`config.mk`:
```
export PLATFORM = sky130hd
export DESIGN_NAME = mem_arbiter
export DESIGN_NICKNAME = d
export VERILOG_FILES = /design/src/rtl/mem_arbiter.sv
export SDC_FILE = /design/constraint.sdc
export NUM_CORES = 1
export LEC_CHECK = 0
export BUFFER_PORTS_ARGS = -buffer_cell sky130_fd_sc_hd__buf_4
export CORE_AREA = 2 2 90 92
export DETAILED_ROUTE_END_ITERATION = 8
export DIE_AREA = 0 0 92 94
export PLACE_DENSITY = 0.66
export SYNTH_ARGS = -nofsm -noshare
export SYNTH_HDL_FRONTEND = slang
export SYNTH_SLANG_ARGS = --single-unit
```
`constraint.sdc`:
```
create_clock -name clock -period 2.9 [get_ports clock]
set_input_delay 0.145 -clock clock [delete_from_list [all_inputs] [get_ports clock]]
set_output_delay 0.145 -clock clock [all_outputs]
set_load 0.02 [all_outputs]
```
`src/rtl/mem_arbiter.sv`:
```
// Two-requester (CPU / IOP) arbiter in front of a single-port synchronous RAM.
// The owner keeps the port while it requests; a waiting requester takes over after STARVE_LIMIT denied cycles.
module mem_arbiter #(
    parameter int STARVE_LIMIT = 8,
    parameter int RESET_OWNER  = 0
) (
    input  logic        clock,
    input  logic        reset,

    input  logic        cpu_req,
    input  logic [16:0] cpu_addr,
    input  logic [3:0]  cpu_wr_en,
    input  logic [31:0] cpu_wdata,
    output logic        cpu_gnt,
    output logic        cpu_rvalid,

    input  logic        iop_req,
    input  logic [16:0] iop_addr,
    input  logic [3:0]  iop_wr_en,
    input  logic [31:0] iop_wdata,
    output logic        iop_gnt,
    output logic        iop_rvalid,

    output logic [16:0] mem_address,
    output logic [3:0]  mem_write_en,
    output logic [31:0] mem_data_in,
    input  logic [31:0] mem_data_out,
    output logic [31:0] mem_rdata,

    output logic        cpu_active
);

    typedef enum logic [1:0] {
        IDLE    = 2'd0,
        CPU_OWN = 2'd1,
        IOP_OWN = 2'd2
    } state_t;

    localparam logic [7:0] STARVE_LAST = 8'(STARVE_LIMIT - 1);

    state_t     state_q, state_d;
    state_t     other_state;
    logic [7:0] wait_cnt_q, wait_cnt_d;
    logic       cpu_rvalid_q, cpu_rvalid_d;
    logic       iop_rvalid_q, iop_rvalid_d;
    logic       owner_req, other_req, starved;

    always_comb begin
        state_d     = state_q;
        wait_cnt_d  = 8'd0;
        other_state = IDLE;
        owner_req   = 1'b0;
        other_req   = 1'b0;

        case (state_q)
            CPU_OWN: begin
                owner_req   = cpu_req;
                other_req   = iop_req;
                other_state = IOP_OWN;
            end
            IOP_OWN: begin
                owner_req   = iop_req;
                other_req   = cpu_req;
                other_state = CPU_OWN;
            end
            default: ;
        endcase

        starved = other_req && (wait_cnt_q == STARVE_LAST);

        case (state_q)
            IDLE: begin
                if (cpu_req && iop_req) begin
                    state_d = (RESET_OWNER != 0) ? CPU_OWN : IOP_OWN;
                end else if (cpu_req) begin
                    state_d = CPU_OWN;
                end else if (iop_req) begin
                    state_d = IOP_OWN;
                end
            end
            default: begin
                if (!owner_req) begin
                    state_d = other_req ? other_state : IDLE;
                end else if (starved) begin
                    state_d = other_state;
                end
            end
        endcase

        // The count only survives while ownership is unchanged and the other side keeps asking.
        if ((state_d == state_q) && (state_q != IDLE) && other_req) begin
            wait_cnt_d = (wait_cnt_q == 8'd255) ? wait_cnt_q : wait_cnt_q + 8'd1;
        end
    end

    assign cpu_gnt = (state_q == CPU_OWN) && cpu_req;
    assign iop_gnt = (state_q == IOP_OWN) && iop_req;

    always_comb begin
        mem_address  = 17'd0;
        mem_write_en = 4'd0;
        mem_data_in  = 32'd0;
        case (state_q)
            CPU_OWN: begin
                mem_address  = cpu_addr;
                mem_data_in  = cpu_wdata;
                mem_write_en = cpu_gnt ? cpu_wr_en : 4'd0;
            end
            IOP_OWN: begin
                mem_address  = iop_addr;
                mem_data_in  = iop_wdata;
                mem_write_en = iop_gnt ? iop_wr_en : 4'd0;
            end
            default: ;
        endcase
    end

    always_comb begin
        cpu_rvalid_d = cpu_gnt && (cpu_wr_en == 4'd0);
        iop_rvalid_d = iop_gnt && (iop_wr_en == 4'd0);
    end

    always_ff @(posedge clock or posedge reset) begin
        if (reset) begin
            state_q      <= IDLE;
            wait_cnt_q   <= 8'd0;
            cpu_rvalid_q <= 1'b0;
            iop_rvalid_q <= 1'b0;
        end else begin
            state_q      <= state_d;
            wait_cnt_q   <= wait_cnt_d;
            cpu_rvalid_q <= cpu_rvalid_d;
            iop_rvalid_q <= iop_rvalid_d;
        end
    end

    assign cpu_rvalid = cpu_rvalid_q;
    assign iop_rvalid = iop_rvalid_q;
    assign mem_rdata  = mem_data_out;
    assign cpu_active = (state_q == CPU_OWN);

endmodule
```
Word level (Yosys, flattened, before mapping)
Cells that the tools add are included.
{"block": "classes", "add_sub_neg": 1, "n_mul": 0, "div_mod_pow": 0, "n_lt_le_gt_ge": 0, "eq_ne": 6, "shifts": 0, "muxes": 17, "bitwise_logic": 0, "reduce_logical": 12}
{"cell": "32-bit one-hot mux with 2 select lines", "count": 1}
{"cell": "17-bit one-hot mux with 2 select lines", "count": 1}
{"cell": "8-bit 2-to-1 mux", "count": 2}
{"cell": "2-bit 2-to-1 mux", "count": 7}
{"cell": "8-bit by 1-bit adder with 8-bit output, second input constant", "count": 1}
{"cell": "8-bit by 3-bit equality test with 1-bit output, second input constant", "count": 1}
{"cell": "8-bit equality test, second input constant", "count": 1}
{"cell": "1-bit logical AND", "count": 8}
{"cell": "4-bit logical NOT", "count": 2}
{"cell": "4-bit 2-to-1 mux", "count": 2}
{"cell": "4-bit one-hot mux with 2 select lines", "count": 1}
{"cell": "1-bit one-hot mux with 2 select lines", "count": 2}
{"cell": "2-bit one-hot mux with 2 select lines", "count": 1}
{"cell": "2-bit by 1-bit equality test with 1-bit output, second input constant", "count": 1}
{"cell": "2-bit equality test", "count": 1}
{"cell": "2-bit equality test, second input constant", "count": 1}
{"cell": "2-bit logical NOT", "count": 1}
{"cell": "2-bit inequality test, second input constant", "count": 1}
{"cell": "2-bit nonzero test", "count": 1}
{"block": "word_totals", "ff_bits": 12, "latch_bits": 0, "ram_bits": 0, "rom_bits": 0, "in_bits": 142, "elab_cells": 40, "n_memories": 0}

Longest topological paths before layout
{"block": "depth", "depth_word": 10, "mapped_depth": 8, "ltp_nobuf": 6}

Least setup slack after synthesis
OpenSTA, ideal clock, no wires.
{"block": "synth_path", "path_kind": "register to register", "from": "register state_q[1]", "to": "register wait_cnt_q[2]", "setup_ns": 0.105, "arrival_ns": 2.046, "t_required_ns": 2.795, "path_slack_ns": 0.749, "stages_incl_launch_ff": 9, "path_buffers": 2, "period_less_slack_ns": 2.151, "cell_sequence": "dfrtp_1 > inv_1 > ha_1 > buf_2 > and2_1 > clkbuf_1 > o21a_1 > a32oi_2 > nor4b_1"}
{"block": "synth_via", "elab_chain_len": 10}
{"item": "from (decl)", "line_no": "41", "rtl": "state_t state_q, state_d;"}
{"item": "from (signal assigned)", "line_no": "130", "rtl": "state_q <= state_d;"}
{"item": "2-bit by 1-bit equality test with 1-bit output *"}
{"item": "net cpu_active", "line_no": "30", "rtl": "output logic cpu_active"}
{"item": "1-bit one-hot mux with 2 select lines", "line_no": "55", "rtl": "case (state_q)"}
{"item": "1-bit logical AND", "line_no": "69", "rtl": "starved = other_req && (wait_cnt_q == STARVE_LAST);"}
{"item": "2-bit 2-to-1 mux", "line_no": "84", "rtl": "end else if (starved) begin"}
{"item": "2-bit 2-to-1 mux", "line_no": "82", "rtl": "if (!owner_req) begin"}
{"item": "2-bit 2-to-1 mux", "line_no": "71", "rtl": "case (state_q)"}
{"item": "2-bit equality test", "line_no": "91", "rtl": "if ((state_d == state_q) && (state_q != IDLE) && other_req) begin"}
{"item": "1-bit logical AND", "line_no": "91"}
{"item": "1-bit logical AND *", "line_no": "91"}
{"item": "2-bit inequality test (no line) or 8-bit 2-to-1 mux (tied branches)"}
{"item": "to (signal assigned)", "line_no": "131", "rtl": "wait_cnt_q <= wait_cnt_d;"}
{"item": "to (decl)", "line_no": "43", "rtl": "logic [7:0] wait_cnt_q, wait_cnt_d;"}
The timed path passes the listed nets; every way through them passes the cells marked *.
A chain may end at the register's enable or synchronous reset.

Worst setup path in the final report
{"block": "layout_path", "from": "register state_q[0]", "to": "register wait_cnt_q[6]"}
{"block": "layout_via", "elab_chain_len": 10}
{"item": "2-bit equality test or 2-bit by 1-bit equality test with 1-bit output (tied branches)", "line_no": "55"}
{"item": "1-bit one-hot mux with 2 select lines", "line_no": "55"}
{"item": "1-bit logical AND", "line_no": "69"}
{"item": "2-bit 2-to-1 mux", "line_no": "84"}
{"item": "2-bit 2-to-1 mux", "line_no": "82"}
{"item": "2-bit 2-to-1 mux", "line_no": "71"}
{"item": "2-bit equality test", "line_no": "91"}
{"item": "1-bit logical AND", "line_no": "91"}
{"item": "1-bit logical AND *", "line_no": "91"}
{"item": "2-bit inequality test (no line) or 8-bit 2-to-1 mux (tied branches)"}
Every way passes the cells marked *; elsewhere a longest branch is shown, timed or not.

==> results.cfg <==
[clock_network]
cts.clk_slew.worst_paths_ps = 60
clock_path_buffers = 2
worstSkewPairLatency_ps = 240
cts_sinks = 12
tritoncts = done
htreeDepth = 1
cts_root_buf = clkbuf_8
cts_made_buffers = 3
cts_resized = 0

[detailed_routing]
drt-total-wl_mm = 7.30
routedWlPerCell_um = 15.4
drc_errors = 0
dr.pass1.iters = 4
vias_per_cell = 4.85
num_vias = 2301
first_iter_violations = 124
ant_nets = 0

[synth]
yosysWarningCount = 0
synthMuxAreaShare = 0.0107
synth_edf_count = 0
synthAdderAreaFrac = 0.0267
postSynthAreaPerCell_um2 = 7.52
synth_seq_cells = 12
yosys_most_used_dff = dfrtp_1
synth_cell_types = 38
synth_area_leader_cell = a22oi_1
synthSimpleGateAreaFrac = 0.334
async_reset_ff_frac = 1.00
seq_area_frac_synth = 0.160
synthXorXnorAreaFrac = 0.00468
synth_fp_nets = 395
syn_area_um2 = 1870
synth_top_family_by_area = simple AND/OR/NAND/NOR gates
syn_inst = 249
synth.top_cell.area_share = 0.217
synth_compound_area_frac = 0.280
yosys-top-cells-area = a22oi_1 (22%), nor2b_1 (18%), dfrtp_1 (16%)

[critical_path]
regToRegStartpoint = state_q[0]
setup.worst_path.end_class = register
crit_type = reg -> reg
crit_path_end = wait_cnt_q[6]
required_ps = 3030
worstPathArrival_ps = 2440
rrSetupSlack_ps = 590
critPathLaunchType = register
crit_path_max_fanout = 48
ff2ff_path_depth = 6
slowest_delay_ps = 490
worstPathCellList = inv_1, ha_1, buf_4, o21a_1, a32oi_2, nor4b_1
cp-startpoint = state_q[0]
cp_slowest_cell = ha_1
reg2reg_to = wait_cnt_q[6]

[hold_path]
min_path_type = in -> reg

[outcome]
outcome = finished, final reports clean

[sta]
finalSetupTns_ps = 0
relSlewSlack = 0.684
finalMaxSlewViolations = 0
final.min_clock_period_ps = 2310
worstMarginPinSlew_ps = 473
rsz0062_at_grt = false
skew_ps = 5.79
hold_slack_ps = 68.6
hold_viol_final = 0
post-route-period-util = 0.796
max_freq_ghz = 0.433
setup_viol = 0

[place]
place_hpwl_mm = 5.92
port_buffers = 167
place_area_um2 = 2960
gp_congestion = 0.802

[cells_and_area]
layout.nets = 519
syn2layout_area_growth_pct = 61.6
final_cell_area_um2 = 3020
layout_common_cells = buf_4 (171), nor2b_1 (55), a22oi_1 (54)
drive_gt1_frac = 0.484
final_common_cell = buf_4
fill_cells = 792
antenna_cells = 0

[global_route]
grt_remaining_overflow = 0
grt_max_degree = 49
grt_pass1_vias = 2150
antenna_found_initial = 0
track_usage = 0.154
grt_pass1_wl_mm = 10.8

[pwr]
leakagePower_nw = 1.37
peakVddDrop_mv = 0.478
power.density_nw_per_um2 = 722

[floorplanning]
die_area_um2 = 8650
initial_core_util = 0.246
die_y_um = 94
core_um2 = 7610
num_rows = 32
die_x_um = 92
ios = 232

[flow_run]
cap_violations = 0
==> flip-flops by register name (all words and copies together) (netlist names) <==
register / cells
wait_cnt_q: 8
state_q: 2
cpu_rvalid: 1
iop_rvalid: 1
==> how the worst min path moves through the flow <==
stage	from	end	slack, ps	cells after the start
finish	iop_wr_en[3]	iop_rvalid	70	2
global route	cpu_wr_en[3]	cpu_rvalid	70	2
CTS	cpu_wr_en[3]	cpu_rvalid	60	2
detailed placement	reset	iop_rvalid	190	2
global placement	reset	cpu_rvalid	190	2
floorplan	reset	cpu_rvalid	10	1
==> layer usage <==
layer  GRT usage  up-vias  wire (um)
met2       0.245      126       3520
li1            -     1115          -
met5           0        -          0
met1       0.179     1048       2580
met3      0.0891       12       1110
met4      0.0373        0         91
==> report_power, final <==
group | total (mW) | switching [mW] | leakage, nW | internal, mW
Combinational | 1.80 | 0.975 | 1.18 | 0.825
Clock | 0.182 | 0.0621 | 0.0288 | 0.120
Sequential | 0.201 | 0.0193 | 0.165 | 0.181
Total | 2.18 | 1.06 | 1.37 | 1.13
==> layout make-up <==
class / instances / area (um^2) / share of cell area
timing repair buffer: 172 / 1290 / 0.428
multi-input combinational: 180 / 1230 / 0.408
sequential: 12 / 300 / 0.0993
tap: 102 / 128 / 0.0422
clock buffer: 4 / 55.1 / 0.0182
inverter: 4 / 15.0 / 0.00496
==> through the flow <==
stage           util  setup slack [ps]  std cells  total power [mW]
2_1_floorplan      -               749        249              1.43
3_3_place_gp   0.389               679        469              2.01
3_5_place_dp   0.389               575        469              2.03
4_1_cts        0.398               545        474              2.22
5_1_grt        0.398               295        474              2.38
6_report       0.398               591        474              2.18
==> cells in the mapped netlist (2+ instances only) <==
cell type / instances
buf_4: 32
and2_1: 3
nor2b_1: 55
a22oi_1: 54
buf_2: 2
clkbuf_1: 16
nor2_1: 7
nor3_1: 3
dfrtp_1: 12
o21ai_0: 3
buf_1: 2
o211ai_1: 4
nand3_1: 3
ha_1: 4
a21oi_1: 4
nor4bb_1: 2
nand4b_1: 2
nand2_1: 11
inv_1: 4
nor3b_1: 4
nor4b_1: 2
nand4_1: 2
and3_1: 2
mux2i_1: 2
==> timing repair <==
item	in CTS	in global routing
setup buffers	0	0
hold endpoints to repair	12	0
hold buffers	1	0
==> cells by family (layout without fill, tap and decap cells) <==
logic type | Yosys count | count (layout)
and+or+nand+nor | 102 | 102
xor gates and xnor gates | 1 | 1
adders and majority gates | 4 | 4
DFF | 12 | 12
buffers and inverters | 57 | 180
AOI/OAI and AO/OA | 71 | 71
muxes | 2 | 2
==> worst max-delay path: cells and delay by family (launching register included) <==
family | cells | cell delay (ps)
AND/OR/NAND/NOR | 1 | 350
AO/OA/AOI/OAI | 2 | 410
buffers and inverters | 2 | 490
adder cells (fa/ha/maj) | 1 | 490
flip-flops | 1 | 440
No activity file was read; power rests on OpenSTA's default activity.
